## src/rtl/reg_shift_sequencer_pkg.sv

```systemverilog
// Shared definitions for the ARM operand-2 register-shift path.
// Contents:
//   SH_LSL/SH_LSR/SH_ASR/SH_ROR - shift_type encodings, shared with the
//                                 Val2 generator and the decoder
//   seq_state_t                 - sequencer states IDLE/SHIFT/DONE
//   eff_count()                 - clamps Rs[7:0] to the number of single-bit
//                                 steps that gives the ARM result
package arm_pkg;

  localparam logic [1:0] SH_LSL = 2'b00;
  localparam logic [1:0] SH_LSR = 2'b01;
  localparam logic [1:0] SH_ASR = 2'b10;
  localparam logic [1:0] SH_ROR = 2'b11;

  typedef enum logic [1:0] {
    IDLE  = 2'd0,
    SHIFT = 2'd1,
    DONE  = 2'd2
  } seq_state_t;

  // Any count of 33 or more on LSL/LSR ends with zero in the value and zero
  // in the carry. Any count of 32 or more on ASR ends with a full sign fill.
  // ROR repeats every 32, so only the low five bits matter. A nonzero
  // multiple of 32 still has to rotate once through, because the carry must
  // pick up rm[31].
  function automatic logic [5:0] eff_count(input logic [7:0] amt,
                                           input logic [1:0] typ);
    logic [5:0] n;
    n = 6'd0;
    case (typ)
      SH_LSL, SH_LSR: n = (amt > 8'd33) ? 6'd33 : amt[5:0];
      SH_ASR:         n = (amt > 8'd32) ? 6'd32 : amt[5:0];
      default: begin
        if (amt[4:0] == 5'd0 && amt != 8'd0) n = 6'd32;
        else                                 n = {1'b0, amt[4:0]};
      end
    endcase
    return n;
  endfunction

endpackage

```

## src/rtl/reg_shift_sequencer_shift_step.sv

```systemverilog
// shift_step: one combinational shift pass of 0..STEP bit positions.
// Ports:
//   value[31:0]     - operand
//   amount[AW-1:0]  - positions to shift this pass (0..STEP)
//   shift_type[1:0] - LSL/LSR/ASR/ROR
//   carry_in        - carry passed through when amount is 0
//   value_out[31:0] - shifted operand
//   carry_out       - last bit shifted out (ROR: new bit 31)
module shift_step
  import arm_pkg::*;
#(
  parameter int STEP = 4,
  localparam int AW  = $clog2(STEP + 1)
) (
  input  logic [31:0]   value,
  input  logic [AW-1:0] amount,
  input  logic [1:0]    shift_type,
  input  logic          carry_in,
  output logic [31:0]   value_out,
  output logic          carry_out
);

  logic [5:0]         k;
  logic [32:0]        lsl_ext;
  logic [32:0]        lsr_ext;
  logic signed [32:0] asr_ext;
  logic [31:0]        ror_val;

  // Each shift carries one extra guard bit, so the last bit shifted out
  // lands at a fixed position. That avoids a variable bit-select.
  always_comb begin
    k       = 6'(amount);
    lsl_ext = {1'b0, value} << k;
    lsr_ext = {value, 1'b0} >> k;
    asr_ext = $signed({value, 1'b0}) >>> k;
    ror_val = (value >> k) | (value << (6'd32 - k));

    value_out = value;
    carry_out = carry_in;
    if (k != 6'd0) begin
      case (shift_type)
        SH_LSL: begin value_out = lsl_ext[31:0]; carry_out = lsl_ext[32]; end
        SH_LSR: begin value_out = lsr_ext[32:1]; carry_out = lsr_ext[0];  end
        SH_ASR: begin value_out = asr_ext[32:1]; carry_out = asr_ext[0];  end
        default: begin value_out = ror_val;      carry_out = ror_val[31]; end
      endcase
    end
  end

endmodule

```

## src/rtl/reg_shift_sequencer.sv

```systemverilog
// reg_shift_sequencer: multi-cycle shifter for register-specified shifts
// (amount from Rs[7:0]). It feeds operand 2 of EXE and holds the pipeline
// through stall while it works.
// Ports:
//   clk, rst (async, active-low)
//   start, flush           - request (sampled in IDLE) / abort
//   rm[31:0], rs_amt[7:0]  - value and shift amount, latched at start
//   shift_type[1:0]        - LSL/LSR/ASR/ROR, latched at start
//   carry_in               - CPSR C, used when the effective count is 0
//   result[31:0]           - shifted value, held until the next completion
//   carry_out              - shifter carry, valid with result
//   done                   - one-cycle completion pulse
//   busy                   - high in SHIFT and DONE
//   stall                  - (start & IDLE & !flush) | SHIFT
// Optional: define REG_SHIFT_SEQ_PERF_CNT_EN to add stall_cycles[15:0].
// That counter is saturating and counts each edge with stall high.
module reg_shift_sequencer
  import arm_pkg::*;
#(
  parameter int STEP = 4
) (
  input  logic        clk,
  input  logic        rst,
  input  logic        start,
  input  logic        flush,
  input  logic [31:0] rm,
  input  logic [7:0]  rs_amt,
  input  logic [1:0]  shift_type,
  input  logic        carry_in,
  output logic [31:0] result,
  output logic        carry_out,
  output logic        done,
  output logic        busy,
  output logic        stall
`ifdef REG_SHIFT_SEQ_PERF_CNT_EN
  ,
  output logic [15:0] stall_cycles
`endif
);

  localparam int AW = $clog2(STEP + 1);

  seq_state_t      state, state_nxt;
  logic [31:0]     work_reg;
  logic [5:0]      remaining;
  logic            carry_reg;
  logic [1:0]      type_reg;
  logic [5:0]      n_start;
  logic            take;
  logic            last_step;
  logic [AW-1:0]   step_amt;
  logic [31:0]     step_val;
  logic            step_c;

  assign n_start   = eff_count(rs_amt, shift_type);
  assign take      = start && !flush && (state == IDLE);
  assign last_step = (remaining <= 6'(STEP));
  assign step_amt  = last_step ? AW'(remaining) : AW'(STEP);

  shift_step #(.STEP(STEP)) u_step (
    .value      (work_reg),
    .amount     (step_amt),
    .shift_type (type_reg),
    .carry_in   (carry_reg),
    .value_out  (step_val),
    .carry_out  (step_c)
  );

  // State register
  always_ff @(posedge clk or negedge rst) begin
    if (!rst) state <= IDLE;
    else      state <= state_nxt;
  end

  // Next-state logic
  always_comb begin
    state_nxt = state;
    if (flush) begin
      state_nxt = IDLE;
    end else begin
      case (state)
        IDLE:    if (start) state_nxt = (n_start == 6'd0) ? DONE : SHIFT;
        SHIFT:   if (last_step) state_nxt = DONE;
        default: state_nxt = IDLE;
      endcase
    end
  end

  // Outputs
  always_comb begin
    busy  = (state != IDLE);
    done  = (state == DONE);
    stall = take || (state == SHIFT);
  end

  // Datapath: load at start, then one step per SHIFT edge. result and
  // carry_out are written only on the edge that enters DONE.
  always_ff @(posedge clk or negedge rst) begin
    if (!rst) begin
      work_reg  <= '0;
      remaining <= '0;
      carry_reg <= 1'b0;
      type_reg  <= SH_LSL;
      result    <= '0;
      carry_out <= 1'b0;
    end else if (take) begin
      work_reg  <= rm;
      remaining <= n_start;
      carry_reg <= carry_in;
      type_reg  <= shift_type;
      if (n_start == 6'd0) begin
        result    <= rm;
        carry_out <= carry_in;
      end
    end else if (state == SHIFT && !flush) begin
      work_reg  <= step_val;
      carry_reg <= step_c;
      remaining <= remaining - 6'(step_amt);
      if (last_step) begin
        result    <= step_val;
        carry_out <= step_c;
      end
    end
  end

`ifdef REG_SHIFT_SEQ_PERF_CNT_EN
  always_ff @(posedge clk or negedge rst) begin
    if (!rst)
      stall_cycles <= '0;
    else if (stall && stall_cycles != 16'hFFFF)
      stall_cycles <= stall_cycles + 16'd1;
  end
`endif

endmodule

```

## config.mk

```make
export PLATFORM = sky130hd
export DESIGN_NAME = reg_shift_sequencer
export DESIGN_NICKNAME = d
export VERILOG_FILES = /design/src/rtl/reg_shift_sequencer_pkg.sv /design/src/rtl/reg_shift_sequencer_shift_step.sv /design/src/rtl/reg_shift_sequencer.sv
export SDC_FILE = /design/constraint.sdc
export NUM_CORES = 1
export LEC_CHECK = 0
export BUFFER_PORTS_ARGS = -buffer_cell sky130_fd_sc_hd__buf_2
export CAP_MARGIN = 20
export CORE_ASPECT_RATIO = 0.75
export CORE_UTILIZATION = 60
export CTS_BUF_LIST = sky130_fd_sc_hd__clkbuf_16
export DETAILED_ROUTE_END_ITERATION = 10
export MAX_ROUTING_LAYER = met4
export PLACE_DENSITY = 0.91
export SETUP_SLACK_MARGIN = 0.3
export SLEW_MARGIN = 40
export SYNTH_ARGS = -nofsm -noshare
export SYNTH_HDL_FRONTEND = slang
export SYNTH_HIERARCHICAL = 1
export SYNTH_SLANG_ARGS = --single-unit
```

## constraint.sdc

```tcl
create_clock -name clk -period 4.86 [get_ports clk]
set_clock_uncertainty 0.15 [all_clocks]
set_input_delay 0.972 -clock clk [delete_from_list [all_inputs] [get_ports clk]]
set_output_delay 0.972 -clock clk [all_outputs]
set_load 0.05 [all_outputs]
```

==> impl_metrics.json, run 1 <==
{
  "antenna_cells": 0,
  "setup_viol": 0,
  "crit_path_top_delay_cell": "ha_1",
  "top_layer": "met4",
  "critPathLaunchType": "flop",
  "syn_to_final_growth_pct": 9.92,
  "r2r-start": "remaining[3]",
  "hold_class": "reg -> reg",
  "crit_cells": 12,
  "final_util": 0.683,
  "synth_top_family_by_area": "multiplexers",
  "yosys_most_used_dff": "dfrtp_1",
  "pin_count": 83,
  "clk_latency_ns": 0.35,
  "cts_max_level": 3,
  "routedWlPerCell_um": 19.7,
  "route.met3.wl_mm": 2.10,
  "io_buffers": 82,
  "vias": 6481,
  "worst_path_dominant_cell_family": "simple AND/OR/NAND/NOR gates",
  "reg2reg_depth": 12,
  "synth_fp_nets": 817,
  "postCtsSetupBuffers": 0,
  "cp.required_ns": 4.94,
  "grtUsageTotal": 0.338,
  "path_buf_inv": 1,
  "cts-root-buf": "clkbuf_16",
  "endpoint_kind": "flop",
  "hpwlAfterDp_mm": 12.5,
  "outcome": "complete, but fails checks",
  "synthXorXnorAreaFrac": 0,
  "slew-limit-headroom": 0.461,
  "dp.cells": 936,
  "vias_per_cell": 6.81,
  "seq_area_frac_synth": 0.278,
  "first_pass_iters": 9,
  "synthSimpleGateAreaFrac": 0.179,
  "grt_pass1_wl_mm": 30.6,
  "die-area_um2": 11900,
  "synth.mux.area_fraction": 0.293,
  "tightest_slew_ns": 0.807,
  "wirelength_mm": 18.7,
  "cts_tree": "done",
  "synth.largest_area_cell": "dfrtp_1",
  "maxCapViolations": 0,
  "syn_area_um2": 6850,
  "clock-sinks": 76,
  "rsz0062_at_grt": "no",
  "numCtsBuffers": 9,
  "setup-tns-final_ns": 0,
  "ys_ff_latch": 76,
  "overflow": 0,
  "synth.distinct_cells": 73,
  "drcViolationCount": 3,
  "chipHeight_um": 94.5,
  "fin_crit_ns": 4.03,
  "start_util": 0.621,
  "slew_viol_final": 0,
  "die_w_um": 125,
  "reg2reg_setup_slack_ns": 0.83,
  "crit_chain": "nor4_1 > and2_4 > inv_1 > ha_1 > mux2i_1 > o21ai_0 > nand2_1 > o311ai_0 > o31a_1 > nand2_1 > nand2_1 > mux2_2",
  "setup_ws_ns": 0.827,
  "yosysMostFrequentCell": "nand2_1",
  "wl_met1_mm": 7.93,
  "critPathKind": "reg -> reg",
  "nets": 857,
  "synth_common_cells": "nand2_1, dfrtp_1, mux2i_1, o21ai_0, nor2_1",
  "cp_max_fo": 30,
  "antenna_found_initial": 0,
  "detailedPlace.worstSlack_ns": 0.866,
  "num_rows": 33,
  "clock_path_buffers": 2,
  "cpPeakStageDelay_ns": 0.62,
  "finalHoldViolCount": 0,
  "async_reset_ff_frac": 1.00,
  "grt_max_degree": 82,
  "synth-edff-count": 0,
  "clock.fmax_ghz": 0.248,
  "fin_cells": 951,
  "layout-drive-gt1-share": 0.252,
  "avgSynthCellArea_um2": 8.93,
  "ys_warn_count": 6,
  "globalplace.congestion": 0.946,
  "final_antenna_net_count": 0,
  "clkTransAtPathRegs_ns": 0.06,
  "synthAdderAreaFrac": 0.00548,
  "period_share": 0.830,
  "core_area_um2": 11000,
  "synth_cells": 767,
  "drtIter0Drc": 870,
  "cp-startpoint": "remaining[3]",
  "dr_wl_met2_mm": 8.34,
  "grt_pass1_vias": 5932,
  "r2r-end": "result[26]",
  "synth_top_area_frac": 0.278,
  "n_fill_cell": 867,
  "setup.worst_path.end": "result[26]",
  "violations": "DRC",
  "arrival_ns": 4.11,
  "synth.area.top_cells": "dfrtp_1, mux4_2, mux2i_1, nand2_1, mux2_2",
  "postCtsHoldBufs": 0,
  "cts_resized": 0,
  "critPathMostFrequentCell": "nand2_1",
  "synth-compound-area-share": 0.184
}
==> per-stage QoR <==
| step | hold WS (ns) | area, um^2 |
|---|---|---|
| floorplan | 0.332 | 6850 |
| global placement | 0.317 | 7190 |
| detailed placement | 0.321 | 7220 |
| CTS | 0.333 | 7520 |
| global route | 0.359 | 7530 |
| finish | 0.330 | 7530 |
==> area by class of cell <==
class                   count  area [um^2]  area share
multi-input cells         614         4560       0.605
well taps                 140          175      0.0233
repair buffers             96          553      0.0734
inverters                  10         37.5     0.00498
clock buffers               9          225      0.0299
clock inverters             6         80.1      0.0106
flip-flops and latches     76         1900       0.253
==> cells in the final DEF (no fill, tap or decap), drive strengths merged, types with 6 or more instances in the layout <==
master and instances:
mux2i 64, nand2 162, o211ai 9, clkbuf 9, o31ai 7, nand2b 12
mux4 38, a221o 6, a21oi 30, a31oi 7, o21ai 61, buf 96
dfrtp 76, and2 7, nor2 47, mux2 45, a211oi 6, nor3 13
nand3b 6, inv 9, nand3 12, or2 7
==> worst min path at each step <==
stage / startpoint / end / cells past startpoint
5_1_grt: result[11] / result[11] / 1
2_1_floorplan: type_reg[1] / type_reg[1] / 2
3_5_place_dp: result[10] / result[10] / 1
3_3_place_gp: result[10] / result[10] / 1
6_report: result[10] / result[10] / 1
4_1_cts: result[10] / result[10] / 1
==> cell families (layout without fill, tap and decap cells) <==
logic type,count (synthesis),in the layout
buffers and inverters,77,121
multiplexers,147,147
AO/OA/AOI/OAI,183,183
AND/OR/NAND/NOR,280,280
adder cells (fa/ha/maj),3,3
other,1,1
flip-flops,76,76
==> routing by layer <==
layer,global-route usage,up-vias
li1,-,2920
met3,0.0884,40
met1,0.456,3096
met4,0.108,0
met5,-,-
met2,0.499,425
Power of run 1 is left out: the tool's default activity adds up to more than one toggle a clock period on the data nets, which glitch-free logic cannot reach.
==> run 2: changes to the inputs <==
--- a/config.mk
+++ b/config.mk
@@ -8,11 +8,11 @@
 export BUFFER_PORTS_ARGS = -buffer_cell sky130_fd_sc_hd__buf_2
 export CAP_MARGIN = 20
 export CORE_ASPECT_RATIO = 0.75
-export CORE_UTILIZATION = 60
+export CORE_UTILIZATION = 54
 export CTS_BUF_LIST = sky130_fd_sc_hd__clkbuf_16
 export DETAILED_ROUTE_END_ITERATION = 10
 export MAX_ROUTING_LAYER = met4
-export PLACE_DENSITY = 0.91
+export PLACE_DENSITY = 0.87
 export SETUP_SLACK_MARGIN = 0.3
 export SLEW_MARGIN = 40
 export SYNTH_ARGS = -nofsm -noshare
==> constraint.sdc (replaced) <==
create_clock -name clk -period 3.7 [get_ports clk]
set_clock_uncertainty 0.15 [all_clocks]
set_input_delay 0.74 -clock clk [delete_from_list [all_inputs] [get_ports clk]]
set_output_delay 0.74 -clock clk [all_outputs]
set_load 0.05 [all_outputs]
==> run 2 against run 1 <==
Worst setup slack worse by 0.49 ns. Critical path depth is 1 lower. Sequential share of layout area is 0.48 points lower. Cell area is 1.9% higher. Final cell count is 3.6% higher. Global-route usage is 2.8 points lower. Non-clock buffer count is 7 higher. Worst hold slack worse by 0.056 ns. The run now ends clean.
==> impl_metrics.json, run 2 (synthesis results as in run 1) <==
{
  "clk_latency_ns": 0.34,
  "drcViolationCount": 0,
  "start_util": 0.557,
  "antenna_cells": 0,
  "wirelength_mm": 19.2,
  "clock_path_buffers": 2,
  "vias_per_cell": 6.63,
  "overflow": 0,
  "core_area_um2": 12300,
  "hpwlAfterDp_mm": 12.5,
  "multi_input_area_um2": 4570,
  "maxCapViolations": 0,
  "cp_max_fo": 50,
  "mostFrequentLayoutCells": "nand2_1, buf_2, dfrtp_1",
  "nets": 864,
  "chipHeight_um": 99.6,
  "num_rows": 35,
  "endpoint_kind": "flop",
  "cp.required_ns": 3.78,
  "slew_viol_final": 0,
  "cts_max_level": 3,
  "cpPeakStageDelay_ns": 0.61,
  "grtUsageTotal": 0.309,
  "first_pass_iters": 5,
  "cts_tree": "done",
  "finalHoldViolCount": 0,
  "rsz0062_at_grt": "yes",
  "layout-drive-gt1-share": 0.261,
  "tightest_slew_ns": 0.795,
  "final_antenna_net_count": 0,
  "clkTransAtPathRegs_ns": 0.06,
  "outcome": "completed",
  "regArea_um2": 1900,
  "die_w_um": 132,
  "critPathLaunchType": "flop",
  "globalplace.congestion": 0.942,
  "fin_crit_ns": 3.36,
  "io_buffers": 82,
  "die-area_um2": 13100,
  "drtIter0Drc": 850,
  "pin_count": 83,
  "arrival_ns": 3.44,
  "final_util": 0.624,
  "cts-root-buf": "clkbuf_16",
  "hold_class": "in -> async",
  "n_fill_cell": 1008,
  "clock.fmax_ghz": 0.297,
  "setup-tns-final_ns": 0,
  "critPathMostFrequentCell": "nand2_1",
  "numCtsBuffers": 9,
  "grt_pass1_vias": 6116,
  "slew-limit-headroom": 0.470,
  "period_share": 0.909,
  "grt_pass1_wl_mm": 31.7,
  "grt_max_degree": 82,
  "critPathKind": "reg -> reg",
  "crit_chain": "nor4_4 > and2_4 > buf_16 > mux4_1 > and2_0 > a311oi_1 > o221ai_1 > o21a_1 > nand2_1 > nand2_1 > mux2_2",
  "final_common_cell": "nand2_1",
  "routedWlPerCell_um": 19.4,
  "setup_viol": 0,
  "antenna_found_initial": 0,
  "crit_path_top_delay_cell": "mux4_1",
  "clock-sinks": 76,
  "syn_to_final_growth_pct": 12.1,
  "vias": 6527
}
==> run 2: cell count changes in the layout (fill, tap and decap cells not counted), sizes merged <==
cell / delta
bufinv: +1
clkinv: -2
inv: +2
clkbuf: +1
buf: +6
==> run 2: through the flow <==
step,worst slack (ns),cell area [um^2],cells,hold slack [ns]
2_1_floorplan,0.309,6860,767,0.294
3_3_place_gp,0.428,7290,967,0.317
3_5_place_dp,0.367,7290,967,0.324
4_1_cts,0.326,7630,983,0.305
5_1_grt,0.196,7680,985,0.337
6_report,0.336,7680,985,0.274
==> run 2: cell type report <==
type / count / area share
Clock buffer: 9 / 0.0293
Inverter: 10 / 0.00538
Clock inverter: 7 / 0.0150
Tap cell: 166 / 0.0271
Sequential cell: 76 / 0.248
Timing Repair Buffer: 103 / 0.0799
Multi-Input combinational cell: 614 / 0.596
==> run 2: path summary, 6_finish.rpt <==
check | slack, ns | cells past startpoint | end | from
max | 0.34 | 11 | result[30] | remaining[3]
min | 0.27 | 1 | work_reg[19] | rst
max reg2reg | 0.34 | 11 | result[30] | remaining[3]
min reg2reg | 0.33 | 1 | result[11] | result[11]
max in group asynchronous | 2.64 | 1 | remaining[0] | rst
min in group clk | 0.33 | 1 | result[11] | result[11]
==> run 2: metal layers <==
| metal | GRT usage | routed length (um) |
|---|---|---|
| met1 | 0.435 | 8370 |
| met4 | 0.0778 | 289 |
| met2 | 0.447 | 8370 |
| met5 | - | 0 |
| met3 | 0.0754 | 2130 |
==> run 2: critical path: cells and delay by family (launching register included) <==
| kind | cells | cell delay, ns |
|---|---|---|
| multiplexers | 2 | 0.86 |
| buffers and inverters | 1 | 0.27 |
| flip-flops | 1 | 0.46 |
| AND/OR/NAND/NOR | 5 | 0.92 |
| AO/OA/AOI/OAI | 3 | 0.54 |
==> run 2: repair_timing <==
| action | 4_1_cts | 5_1_grt |
|---|---|---|
| buffers inserted | 0 | 2 |
| setup endpoints to repair | 0 | 33 |
| hold buffers | 0 | 0 |
| gates resized for setup | 0 | 6 |
Power of run 2 is left out for the same reason.
